File: src/rtl/ppcm_arbiter_if.sv
// Bus bundle between the two PCM masters, the arbiter and the shared Parallel PCM core.
// The slave modport is the arbiter's view. The master modport is the surrounding masters' and core's view.
interface ppcm_arbiter_if #(
  parameter int ADDR_BITS = 24
);
  // m_cs_x is a request that is held until m_ack_x or m_err_x. m_busy_x tells master x to wait.
  // m_ack_x is a one-cycle completion pulse, and m_dout is valid only in that cycle.
  logic                 m_cs_0;
  logic                 m_cs_1;
  logic [ADDR_BITS-3:0] m_addr_0;
  logic [ADDR_BITS-3:0] m_addr_1;
  logic                 m_burst_0;
  logic                 m_burst_1;
  logic [31:0]          m_dout;
  logic                 m_busy_0;
  logic                 m_busy_1;
  logic                 m_ack_0;
  logic                 m_ack_1;
  logic                 m_err_0;
  logic                 m_err_1;
  logic                 core_cs;
  logic [ADDR_BITS-3:0] core_addr;
  logic                 core_burst;
  logic [31:0]          core_dout;
  logic                 core_busy;
  logic                 core_ack;

  modport slave (
    input  m_cs_0, m_cs_1, m_addr_0, m_addr_1, m_burst_0, m_burst_1,
    output m_dout, m_busy_0, m_busy_1, m_ack_0, m_ack_1, m_err_0, m_err_1,
    output core_cs, core_addr, core_burst,
    input  core_dout, core_busy, core_ack
  );

  modport master (
    output m_cs_0, m_cs_1, m_addr_0, m_addr_1, m_burst_0, m_burst_1,
    input  m_dout, m_busy_0, m_busy_1, m_ack_0, m_ack_1, m_err_0, m_err_1,
    input  core_cs, core_addr, core_burst,
    output core_dout, core_busy, core_ack
  );
endinterface

File: src/rtl/ppcm_arbiter.sv
// Two-master arbiter for one read-only Parallel PCM core, with a grant watchdog.
// PPCM_ARB_RR_EN selects round-robin arbitration; without it, m0 has fixed priority.
module ppcm_arbiter #(
  parameter int ADDR_BITS = 24,
  parameter int TIMEOUT   = 1024,
  parameter int CNT_BITS  = 11
) (
  input  logic               clk,
  input  logic               rst,
  ppcm_arbiter_if.slave      bus,
  output logic [3:0]         state_dbg
);
  typedef enum logic [1:0] {
    S_IDLE    = 2'd0,
    S_GRANT   = 2'd1,
    S_RELEASE = 2'd2
  } state_t;

  state_t              state, state_nx;
  logic                sel, sel_nx;
  logic                last, last_nx;
  logic                started, started_nx;
  logic [CNT_BITS-1:0] wdog, wdog_nx;

  logic any_req;
  logic pick;
  logic cs_sel;
  logic granted;
  logic abort;
  logic wd_expire;

  assign any_req = bus.m_cs_0 | bus.m_cs_1;

`ifdef PPCM_ARB_RR_EN
  // On a tie, the master that was not served last wins. A lone requester always wins.
  assign pick = (bus.m_cs_0 & bus.m_cs_1) ? ~last : bus.m_cs_1;
`else
  assign pick = ~bus.m_cs_0;
`endif

  assign cs_sel  = sel ? bus.m_cs_1 : bus.m_cs_0;
  assign granted = (state == S_GRANT);

  // The master withdrew before the core ever went busy, so there is nothing to finish.
  assign abort     = granted & ~started & ~bus.core_busy & ~cs_sel & ~bus.core_ack;
  assign wd_expire = granted & (wdog == CNT_BITS'(TIMEOUT - 1)) & ~bus.core_ack & ~abort;

  assign bus.core_cs    = granted & cs_sel;
  assign bus.core_addr  = sel ? bus.m_addr_1 : bus.m_addr_0;
  assign bus.core_burst = sel ? bus.m_burst_1 : bus.m_burst_0;
  assign bus.m_dout     = bus.core_dout;

  assign bus.m_ack_0 = bus.core_ack & granted & ~sel;
  assign bus.m_ack_1 = bus.core_ack & granted & sel;
  assign bus.m_err_0 = wd_expire & ~sel;
  assign bus.m_err_1 = wd_expire & sel;

  assign bus.m_busy_0 = (bus.core_busy & (state == S_IDLE)) | (granted & sel) |
                        (granted & ~sel & ~bus.m_ack_0);
  assign bus.m_busy_1 = (bus.core_busy & (state == S_IDLE)) | (granted & ~sel) |
                        (granted & sel & ~bus.m_ack_1);

  assign state_dbg = {last, sel, state};

  always_ff @(posedge clk) begin
    if (rst) begin
      state   <= S_IDLE;
      sel     <= 1'b0;
      last    <= 1'b1;
      started <= 1'b0;
      wdog    <= '0;
    end else begin
      state   <= state_nx;
      sel     <= sel_nx;
      last    <= last_nx;
      started <= started_nx;
      wdog    <= wdog_nx;
    end
  end

  always_comb begin
    state_nx   = state;
    sel_nx     = sel;
    last_nx    = last;
    started_nx = started;
    wdog_nx    = wdog;
    case (state)
      S_IDLE: begin
        started_nx = 1'b0;
        wdog_nx    = '0;
        if (any_req & ~bus.core_busy) begin
          state_nx = S_GRANT;
          sel_nx   = pick;
        end
      end
      S_GRANT: begin
        started_nx = started | bus.core_busy;
        wdog_nx    = wdog + CNT_BITS'(1);
        if (bus.core_ack) begin
          state_nx = S_RELEASE;
          last_nx  = sel;
        end else if (abort) begin
          state_nx = S_RELEASE;
        end else if (wd_expire) begin
          state_nx = S_RELEASE;
          last_nx  = sel;
        end
      end
      // One dead cycle lets the core settle back to idle before the next grant.
      S_RELEASE: state_nx = S_IDLE;
      default:   state_nx = S_IDLE;
    endcase
  end
endmodule

File: src/flat_wrapper.sv
// flat-port wrapper written by rule: the top's interface ports become plain ports
module ppcm_arbiter_flat 
#(
  parameter int ADDR_BITS = 24,
  parameter int TIMEOUT   = 1024,
  parameter int CNT_BITS  = 11
)
  (clk, rst, state_dbg, bus_m_cs_0, bus_m_cs_1, bus_m_addr_0, bus_m_addr_1, bus_m_burst_0, bus_m_burst_1, bus_m_dout, bus_m_busy_0, bus_m_busy_1, bus_m_ack_0, bus_m_ack_1, bus_m_err_0, bus_m_err_1, bus_core_cs, bus_core_addr, bus_core_burst, bus_core_dout, bus_core_busy, bus_core_ack);
  ppcm_arbiter_if #(.ADDR_BITS(ADDR_BITS)) bus_i ();
  input  logic clk;
  input  logic rst;
  output logic [3:0] state_dbg;
  input wire logic [$bits(bus_i.m_cs_0)-1:0] bus_m_cs_0;
  input wire logic [$bits(bus_i.m_cs_1)-1:0] bus_m_cs_1;
  input wire logic [$bits(bus_i.m_addr_0)-1:0] bus_m_addr_0;
  input wire logic [$bits(bus_i.m_addr_1)-1:0] bus_m_addr_1;
  input wire logic [$bits(bus_i.m_burst_0)-1:0] bus_m_burst_0;
  input wire logic [$bits(bus_i.m_burst_1)-1:0] bus_m_burst_1;
  output wire logic [$bits(bus_i.m_dout)-1:0] bus_m_dout;
  output wire logic [$bits(bus_i.m_busy_0)-1:0] bus_m_busy_0;
  output wire logic [$bits(bus_i.m_busy_1)-1:0] bus_m_busy_1;
  output wire logic [$bits(bus_i.m_ack_0)-1:0] bus_m_ack_0;
  output wire logic [$bits(bus_i.m_ack_1)-1:0] bus_m_ack_1;
  output wire logic [$bits(bus_i.m_err_0)-1:0] bus_m_err_0;
  output wire logic [$bits(bus_i.m_err_1)-1:0] bus_m_err_1;
  output wire logic [$bits(bus_i.core_cs)-1:0] bus_core_cs;
  output wire logic [$bits(bus_i.core_addr)-1:0] bus_core_addr;
  output wire logic [$bits(bus_i.core_burst)-1:0] bus_core_burst;
  input wire logic [$bits(bus_i.core_dout)-1:0] bus_core_dout;
  input wire logic [$bits(bus_i.core_busy)-1:0] bus_core_busy;
  input wire logic [$bits(bus_i.core_ack)-1:0] bus_core_ack;
  assign bus_i.m_cs_0 = bus_m_cs_0;
  assign bus_i.m_cs_1 = bus_m_cs_1;
  assign bus_i.m_addr_0 = bus_m_addr_0;
  assign bus_i.m_addr_1 = bus_m_addr_1;
  assign bus_i.m_burst_0 = bus_m_burst_0;
  assign bus_i.m_burst_1 = bus_m_burst_1;
  assign bus_m_dout = bus_i.m_dout;
  assign bus_m_busy_0 = bus_i.m_busy_0;
  assign bus_m_busy_1 = bus_i.m_busy_1;
  assign bus_m_ack_0 = bus_i.m_ack_0;
  assign bus_m_ack_1 = bus_i.m_ack_1;
  assign bus_m_err_0 = bus_i.m_err_0;
  assign bus_m_err_1 = bus_i.m_err_1;
  assign bus_core_cs = bus_i.core_cs;
  assign bus_core_addr = bus_i.core_addr;
  assign bus_core_burst = bus_i.core_burst;
  assign bus_i.core_dout = bus_core_dout;
  assign bus_i.core_busy = bus_core_busy;
  assign bus_i.core_ack = bus_core_ack;
  ppcm_arbiter #(.ADDR_BITS(ADDR_BITS), .TIMEOUT(TIMEOUT), .CNT_BITS(CNT_BITS)) u_core (.clk(clk), .rst(rst), .bus(bus_i), .state_dbg(state_dbg));
endmodule
File: config.mk
export PLATFORM = sky130hd
export DESIGN_NAME = ppcm_arbiter_flat
export DESIGN_NICKNAME = d
export VERILOG_FILES = /design/src/rtl/ppcm_arbiter_if.sv /design/src/rtl/ppcm_arbiter.sv /design/src/flat_wrapper.sv
export SDC_FILE = /design/constraint.sdc
export NUM_CORES = 1
export LEC_CHECK = 0
export BUFFER_PORTS_ARGS = -buffer_cell sky130_fd_sc_hd__buf_2
export CAP_MARGIN = 40
export CELL_PAD_IN_SITES_DETAIL_PLACEMENT = 1
export CELL_PAD_IN_SITES_GLOBAL_PLACEMENT = 1
export CORE_MARGIN = 2
export CORE_UTILIZATION = 21
export CTS_CLUSTER_DIAMETER = 80
export CTS_CLUSTER_SIZE = 30
export DETAILED_ROUTE_END_ITERATION = 10
export PLACE_DENSITY_LB_ADDON = 0.1
export SLEW_MARGIN = 20
export SYNTH_ARGS = -nofsm -noshare
export SYNTH_HDL_FRONTEND = slang
export SYNTH_SLANG_ARGS = --single-unit
File: constraint.sdc
create_clock -name clk -period 1.7 [get_ports clk]
set_clock_uncertainty 0.1 [all_clocks]
set_input_delay 0.34 -clock clk [delete_from_list [all_inputs] [get_ports clk]]
set_output_delay 0.34 -clock clk [all_outputs]
set_load 0.01 [all_outputs]
==> metrics, run 1 <==
H-Tree Depth=1; Synth top area share=24.7%; # clock sinks=16; initial antenna violation count=0; Core Rows=28; status=complete, but fails checks; root buffer cell=clkbuf_8; Routability Congestion=0.801; final setup TNS=-3770 ps; overall die height=82.5 um; area grow syn2layout=70.0%; CTS tree=built; CTS Buffer Depth=2; Multi-input gate area=846 um^2; first drt pass iteration count=4; FF/Latch Area=329 um^2; most common cell after layout, fill and taps aside=buf_2; number of CTS-inserted buffers=3; Ant. Diodes=0; drt drc=0; failing checks=setup timing; hold_buf cts=0; latest clock arrival within the worst-skew pair=250 ps; Post-Synthesis Cells=150; Routed Wire Length=4840 um; Worst EP required=1260 ps; final hold violations=0; CORE AREA=5960 um^2; final worst setup slack=-212 ps; die area=6810 um^2; Worst Hold Class=input port to register; vias per cell=4.53; # IOs=150; Tcrit/Tclk final=112%; CP endpoint kind=primary output; max_cap viols=0; Setup CP Type=register to primary output; RSZ-0062 raised after global routing=true; DIE WIDTH=82.5 um; syn_area_per_cell=8.63 um^2; vias in the first global route=1476; total power draw=1180 uW; nets@finish=313; pwr dens=537 nW/um^2; Relative slew margins=82.2%; IO buf count=85; Slew Viols, Final=0; Leakage=0.00103 uW; most frequent cells in the layout=buf_2 (60), buf_6 (29), mux2_4 (23); gr ovfl total=0; worst path arrival time=1470 ps; peak supply drop=0.388 mV; placed cells=286; area leader, netlist=dfxtp_1; ranking of synthesized cells by area=dfxtp_1 (25%), buf_4 (20%), mux2_2 (20%), nor2_1 (5.2%), xor2_1 (3.4%); share of cells above drive strength 1=68.3%; syn_nets=235; Final Cell Area=2200 um^2; Overall Global Routing Usage=13.1%; post-route ant nets=0; via count=1367; Finished Layout Cells=302; initial drt markers=28; #FFs+latches synth=16; first-pass GRT wire length=6850 um; Yosys cell types=33; Synth warnings=0; placed inst area=1660 um^2; largest net degree at the start of global routing=12; fmax=523 MHz; critical path peak fanout=2; Period minus WS final=1910 ps; initial core utilization=21.7%; post-synth design cell area=1290 um^2; Reg clk slew, reported paths=70 ps; WL/cell=16.0 um; final-report setup violation count=23; sequential share of the synthesized area=24.7%; DPL Wire Length=3510 um; worst slew pin tran=265 ps; FILL cells=686; hold_ws=260 ps; Critical Path Source Type=register
[stage by stage]
| step | utilization, % | setup WS [ps] |
|---|---|---|
| global placement | 27.8 | -30.3 |
| detailed placement | 27.8 | -92.1 |
| finish | 37.0 | -212 |
| CTS | 35.4 | -281 |
| floorplan | - | 127 |
| global route | 37.0 | -292 |
[synth_stat cells]
cell type and instances:
nand2b_1 1, or2_2 1, nor2_1 18, nand4b_1 2
nor3_1 3, or3_1 3, nor3b_1 1, nand2_1 5
and4_1 1, xor2_1 5, a22oi_1 1, nand3_1 2
a311oi_1 1, nand4_1 2, xnor2_1 3, o21bai_1 1
and3_1 3, dfxtp_1 16, and4b_1 1, a21oi_1 5
mux2_2 23, nor4b_1 1, mux2i_1 2, ha_1 1
inv_1 1, o41a_1 1, buf_2 3, nor2b_1 2
o211ai_1 1, clkbuf_1 2, buf_4 35, o21ai_0 2
a21o_1 1
[worst paths after layout]
path                                        to  depth (start not counted)            from  slack (ps)
worst min-delay path                u_core.sel                          2             rst         260
worst max-delay path               bus_m_err_1                          6  u_core.wdog[1]        -210
worst min register to register  u_core.started                          2  u_core.started         400
worst max register to register  u_core.wdog[6]                          6  u_core.wdog[1]          80
[power by group]
part | total (uW) | internal [uW] | switching [uW]
logic | 451 | 276 | 176
registers | 394 | 384 | 9.83
clock network | 337 | 205 | 132
[critical path, cell delays in order (launching register included)]
cell	delay, ps
dfxtp_2	360
ha_4	140
nand4b_1	130
nor3_2	190
buf_4	150
and3_4	160
buf_6	90
[what timing repair did]
| action | CTS | global route |
|---|---|---|
| setup endpoints to repair | 27 | 29 |
| pin swaps | 4 | 6 |
| resized for setup | 69 | 16 |
| cloned | 1 | 2 |
| buffers inserted | 7 | 4 |
[metal layers]
layer	vias to the layer above	wire length [um]	track usage [%]
met3	4	533	4.67
li1	639	-	-
met1	641	1730	12.4
met5	-	0	0
met2	83	2550	26.0
met4	0	23	3.77
[flip-flops by register name (all words and copies together) (netlist names)]
register	flops
u_core.sel	1
u_core.last	1
u_core.state	2
u_core.wdog	11
u_core.started	1
[kinds of logic (layout without fill, tap and decap cells)]
group           Yosys count  after routing  synth area share (%)
simple gates             46             46                  18.5
compound gates           13             13                  6.57
xor+xnor                  8              8                  5.41
buf+inv                  41            118                  22.3
flops                    16             16                  24.7
fa+ha+maj                 1              1                 0.966
mux                      25             25                  21.5
[layout make-up]
cell class / count / area share [%]
inverter: 1 / 0.170
multi-input combinational: 93 / 38.4
tap: 75 / 4.26
timing repair buffer: 113 / 39.7
clock buffer: 4 / 2.50
sequential: 16 / 14.9
Note: power is estimated with default switching activity, not from simulation.
==> inputs of run 2 (changes only) <==
--- a/config.mk
+++ b/config.mk
@@ -14,6 +14,7 @@
 export CTS_CLUSTER_DIAMETER = 80
 export CTS_CLUSTER_SIZE = 30
 export DETAILED_ROUTE_END_ITERATION = 10
+export GPL_TIMING_DRIVEN = 0
 export PLACE_DENSITY_LB_ADDON = 0.1
 export SLEW_MARGIN = 20
 export SYNTH_ARGS = -nofsm -noshare
==> metrics, run 2 (same netlist as run 1, synthesis figures left out) <==
Hold Crit Depth=2; most common cell after layout, fill and taps aside=buf_2; CP Launch Point=u_core.wdog[1]; area grow syn2layout=101%; hold_sp=rst; CTS tree=built; Overall Global Routing Usage=14.9%; Worst Hold Class=input port to register; Worst Reg-to-Reg Cells=6; Final Cell Area=2600 um^2; Routed Wire Length=5600 um; placed cells=342; CP endpoint kind=primary output; Leakage=0.00128 uW; overall die height=82.5 um; drt drc=0; gr ovfl total=0; Top reg by flops=u_core.wdog; Finished Layout Cells=362; latest clock arrival within the worst-skew pair=250 ps; critical path peak fanout=2; FILL cells=693; # IOs=150; worst path arrival time=1500 ps; max_cap viols=0; RR Startpoint=u_core.wdog[1]; total power draw=1320 uW; placed inst area=1980 um^2; IO buf count=117; final-report setup violation count=23; final setup TNS=-2730 ps; H-Tree Depth=1; vias per cell=4.26; number of CTS-inserted buffers=3; Setup CP Type=register to primary output; initial antenna violation count=0; CORE AREA=5960 um^2; # clock sinks=16; WL/cell=15.5 um; reg2reg end=u_core.wdog[6]; most frequent cells in the layout=buf_2 (91), buf_4 (43), buf_6 (34); Worst EP required=1260 ps; share of cells above drive strength 1=77.0%; root buffer cell=clkbuf_8; initial drt markers=28; Routability Congestion=0.700; Period minus WS final=1940 ps; biggest regs=u_core.wdog: 11 flops, u_core.state: 2 flops; Reg clk slew, reported paths=70 ps; hold_ws=242 ps; RSZ-0062 raised after global routing=true; nets@finish=373; fmax=516 MHz; largest net degree at the start of global routing=11; die area=6810 um^2; vias in the first global route=1545; first-pass GRT wire length=7700 um; final worst setup slack=-238 ps; status=complete, but fails checks; first drt pass iteration count=4; CTS Buffer Depth=2; Core Rows=28; DPL Wire Length=4050 um; final hold violations=0; Slew Viols, Final=0; worst slew pin tran=480 ps; Ant. Diodes=0; Relative slew margins=68.0%; Tcrit/Tclk final=114%; initial core utilization=21.7%; via count=1541; failing checks=setup timing; peak supply drop=0.414 mV; Critical Path Source Type=register; post-route ant nets=0; DIE WIDTH=82.5 um; max FFs per register=11; hold endpoint=u_core.sel; Reg2Reg Setup Slack=100 ps; pwr dens=506 nW/um^2
-- run 2: critical path, stage by stage, from the launching register on --
cell	delay, ps
dfxtp_2	350
ha_4	140
nand4b_1	140
nor3_2	190
buf_4	150
and3_4	160
buf_6	100
-- run 2: what timing repair did --
| action | 4_1_cts | 5_1_grt |
|---|---|---|
| gates resized for setup | 82 | 23 |
| hold buffers | 0 | 0 |
| hold endpoints to repair | 0 | 0 |
| buffers inserted | 12 | 7 |
| cloned | 3 | 0 |
| setup endpoints to repair | 28 | 30 |
| pin swaps | 6 | 8 |
-- run 2: power breakdown --
group / internal, uW / switching (uW)
clock network: 206 / 148
logic: 351 / 219
registers: 383 / 11.5
-- run 2: final cells by class --
class,instances,area [um^2],share of cell area [%]
Buffer,39,322,12.3
Inverter,1,3.75,0.144
Multi-Input combinational cell,93,868,33.3
Timing Repair Buffer,134,926,35.6
Sequential cell,16,335,12.9
Tap cell,75,93.8,3.60
Clock buffer,4,55.1,2.11
-- run 2: through the flow --
step                utilization, %  setup slack (ps)
floorplan                        -               127
global placement              33.3              -130
detailed placement            33.3              -146
CTS                           42.7              -271
global route                  43.7              -297
finish                        43.7              -238
-- run 2: worst max-delay path by stage --
stage / end / slack, ps / cells past startpoint
after floorplan: bus_m_err_0 / 130 / 4
after global placement: bus_core_addr[18] / -130 / 4
after detailed placement: bus_m_err_0 / -150 / 4
after CTS: bus_m_err_0 / -270 / 5
after global routing: bus_m_err_0 / -300 / 5
final: bus_m_err_1 / -240 / 6
-- run 2: routing by layer --
metal  global-route usage [%]  wire length [um]  vias to the layer above
met5                        0                 0                        -
met4                     3.44                50                        0
met3                     3.15               497                        4
met2                     30.6              3020                       73
met1                     14.9              2020                      709
li1                         -                 -                      755
==> inputs of run 3 (changes only) <==
==> constraint.sdc (replaced) <==
create_clock -name clk -period 1.7 [get_ports clk]
set_clock_uncertainty 0.1 [all_clocks]
set_input_delay 0.34 -clock clk [delete_from_list [all_inputs] [get_ports clk]]
set_output_delay 0.34 -clock clk [all_outputs]
set_load 0.02 [all_outputs]
==> metrics, run 3 (same netlist as run 1, synthesis figures left out) <==
status=complete, but fails checks; failing checks=setup timing; via count=1567; WL/cell=14.7 um; CORE AREA=5960 um^2; Critical Path Source Type=register; initial antenna violation count=0; most frequent cells in the layout=buf_2 (89), buf_4 (43), buf_6 (30); Routed Wire Length=5290 um; # IOs=150; final core occ=43.7%; max_cap viols=0; peak supply drop=0.540 mV; vias in the first global route=1508; Worst EP required=1260 ps; initial core utilization=21.7%; IO buf count=117; CP endpoint kind=primary output; DIE WIDTH=82.5 um; die area=6810 um^2; Clk network pwr share=24.2%; Setup CP Type=register to primary output; DPL Wire Length=3950 um; Top reg by flops=u_core.wdog; most common cell after layout, fill and taps aside=buf_2; sw frac=31.2%; post-route ant nets=0; final worst setup slack=-213 ps; Leakage=0.00128 uW; pwr dens=532 nW/um^2; first-pass GRT wire length=7280 um; switching pwr=431 uW; placed inst area=2000 um^2; Multi-input gate area=846 um^2; largest net degree at the start of global routing=11; critical path peak fanout=3; number of CTS-inserted buffers=3; area grow syn2layout=101%; CTS tree=built; biggest regs=u_core.wdog: 11 flops, u_core.state: 2 flops; hold_ws=249 ps; root buffer cell=clkbuf_8; final hold violations=0; Reg2Reg Setup Slack=100 ps; placed cells=342; CP cell instances=ha_4 > nand4b_1 > nor3_2 > nor4b_4 > buf_4; Relative slew margins=70.2%; Tcrit/Tclk final=113%; Routability Congestion=0.663; Reg clk slew, reported paths=60 ps; final-report setup violation count=29; FF/Latch Area=332 um^2; initial drt markers=10; # clock sinks=16; CP max-delay cell=dfxtp_2; Slew Viols, Final=0; Internal Pwr Total=952 uW; nets@finish=371; Ant. Diodes=0; worst slew pin tran=447 ps; latest clock arrival within the worst-skew pair=250 ps; vias per cell=4.35; Worst Hold Class=input port to register; first drt pass iteration count=3; CTS Buffer Depth=2; share of cells above drive strength 1=75.1%; Core Rows=28; overall die height=82.5 um; Final Cell Area=2600 um^2; Comb power frac=47.3%; Overall Global Routing Usage=13.8%; crit-path max cell delay=350 ps; H-Tree Depth=1; worst path arrival time=1470 ps; Finished Layout Cells=360; gr ovfl total=0; sequential share of power=28.5%; drt drc=0; fmax=523 MHz; max FFs per register=11; RSZ-0062 raised after global routing=true; Period minus WS final=1910 ps; FILL cells=725
[run 3: cell count changes in the layout (fill, tap and decap cells not counted), moves of 2 or more]
cell and delta:
buf_6 -4, buf_8 +2, buf_2 -2, nor3_2 -2, nor3_1 +2
[run 3: worst paths after layout]
path                        from              to  cells after the start
hold / removal               rst      u_core.sel                      2
setup / recovery  u_core.wdog[1]     bus_m_err_0                      5
hold reg to reg   u_core.started  u_core.started                      2
setup reg to reg      u_core.sel     u_core.last                      5
[run 3: metrics by stage]
stage          worst slack, ps  power (uW)  setup TNS [ps]
2_1_floorplan            -47.2         703           -47.2
3_3_place_gp              -216         874            -946
3_5_place_dp              -212         876            -844
4_1_cts                   -290        1350           -4110
5_1_grt                   -318        1460           -6030
6_report                  -213        1380           -4670
[run 3: repair_timing]
item | in CTS | in global routing
gates resized for setup | 84 | 39
cloned | 2 | 1
setup buffers | 8 | 5
hold buffers | 0 | 0
setup endpoints to repair | 28 | 31
pin swaps | 6 | 5
[run 3: final cells by class]
| type | count | area share [%] |
|---|---|---|
| Timing Repair Buffer | 132 | 36.5 |
| Multi-Input combinational cell | 93 | 32.5 |
| Clock buffer | 4 | 2.12 |
| Buffer | 39 | 12.4 |
| Tap cell | 75 | 3.61 |
| Sequential cell | 16 | 12.8 |
| Inverter | 1 | 0.144 |
[run 3: power by group through the flow]
stage / clock [uW] / sequential, uW / combinational [uW]
after floorplan: 0 / 402 / 301
after global placement: 0 / 400 / 474
after detailed placement: 0 / 400 / 476
after CTS: 350 / 393 / 603
after global routing: 369 / 395 / 697
final: 334 / 394 / 654
[run 3: metal layers]
metal / GRT usage, % / part of all wire, % / up-vias
met4: 1.48 / 0.26 / 0
met3: 4.57 / 12 / 2
met2: 27.3 / 53 / 74
met5: 0 / 0 / -
met1: 14.3 / 35 / 739
li1: - / - / 752
[run 3: worst max-delay path, delay by kind of cell (launching register included)]
kind | cells | cell delay [ps]
adders and majority gates | 1 | 140
buffers and inverters | 1 | 180
DFF | 1 | 350
and+or+nand+nor | 3 | 560
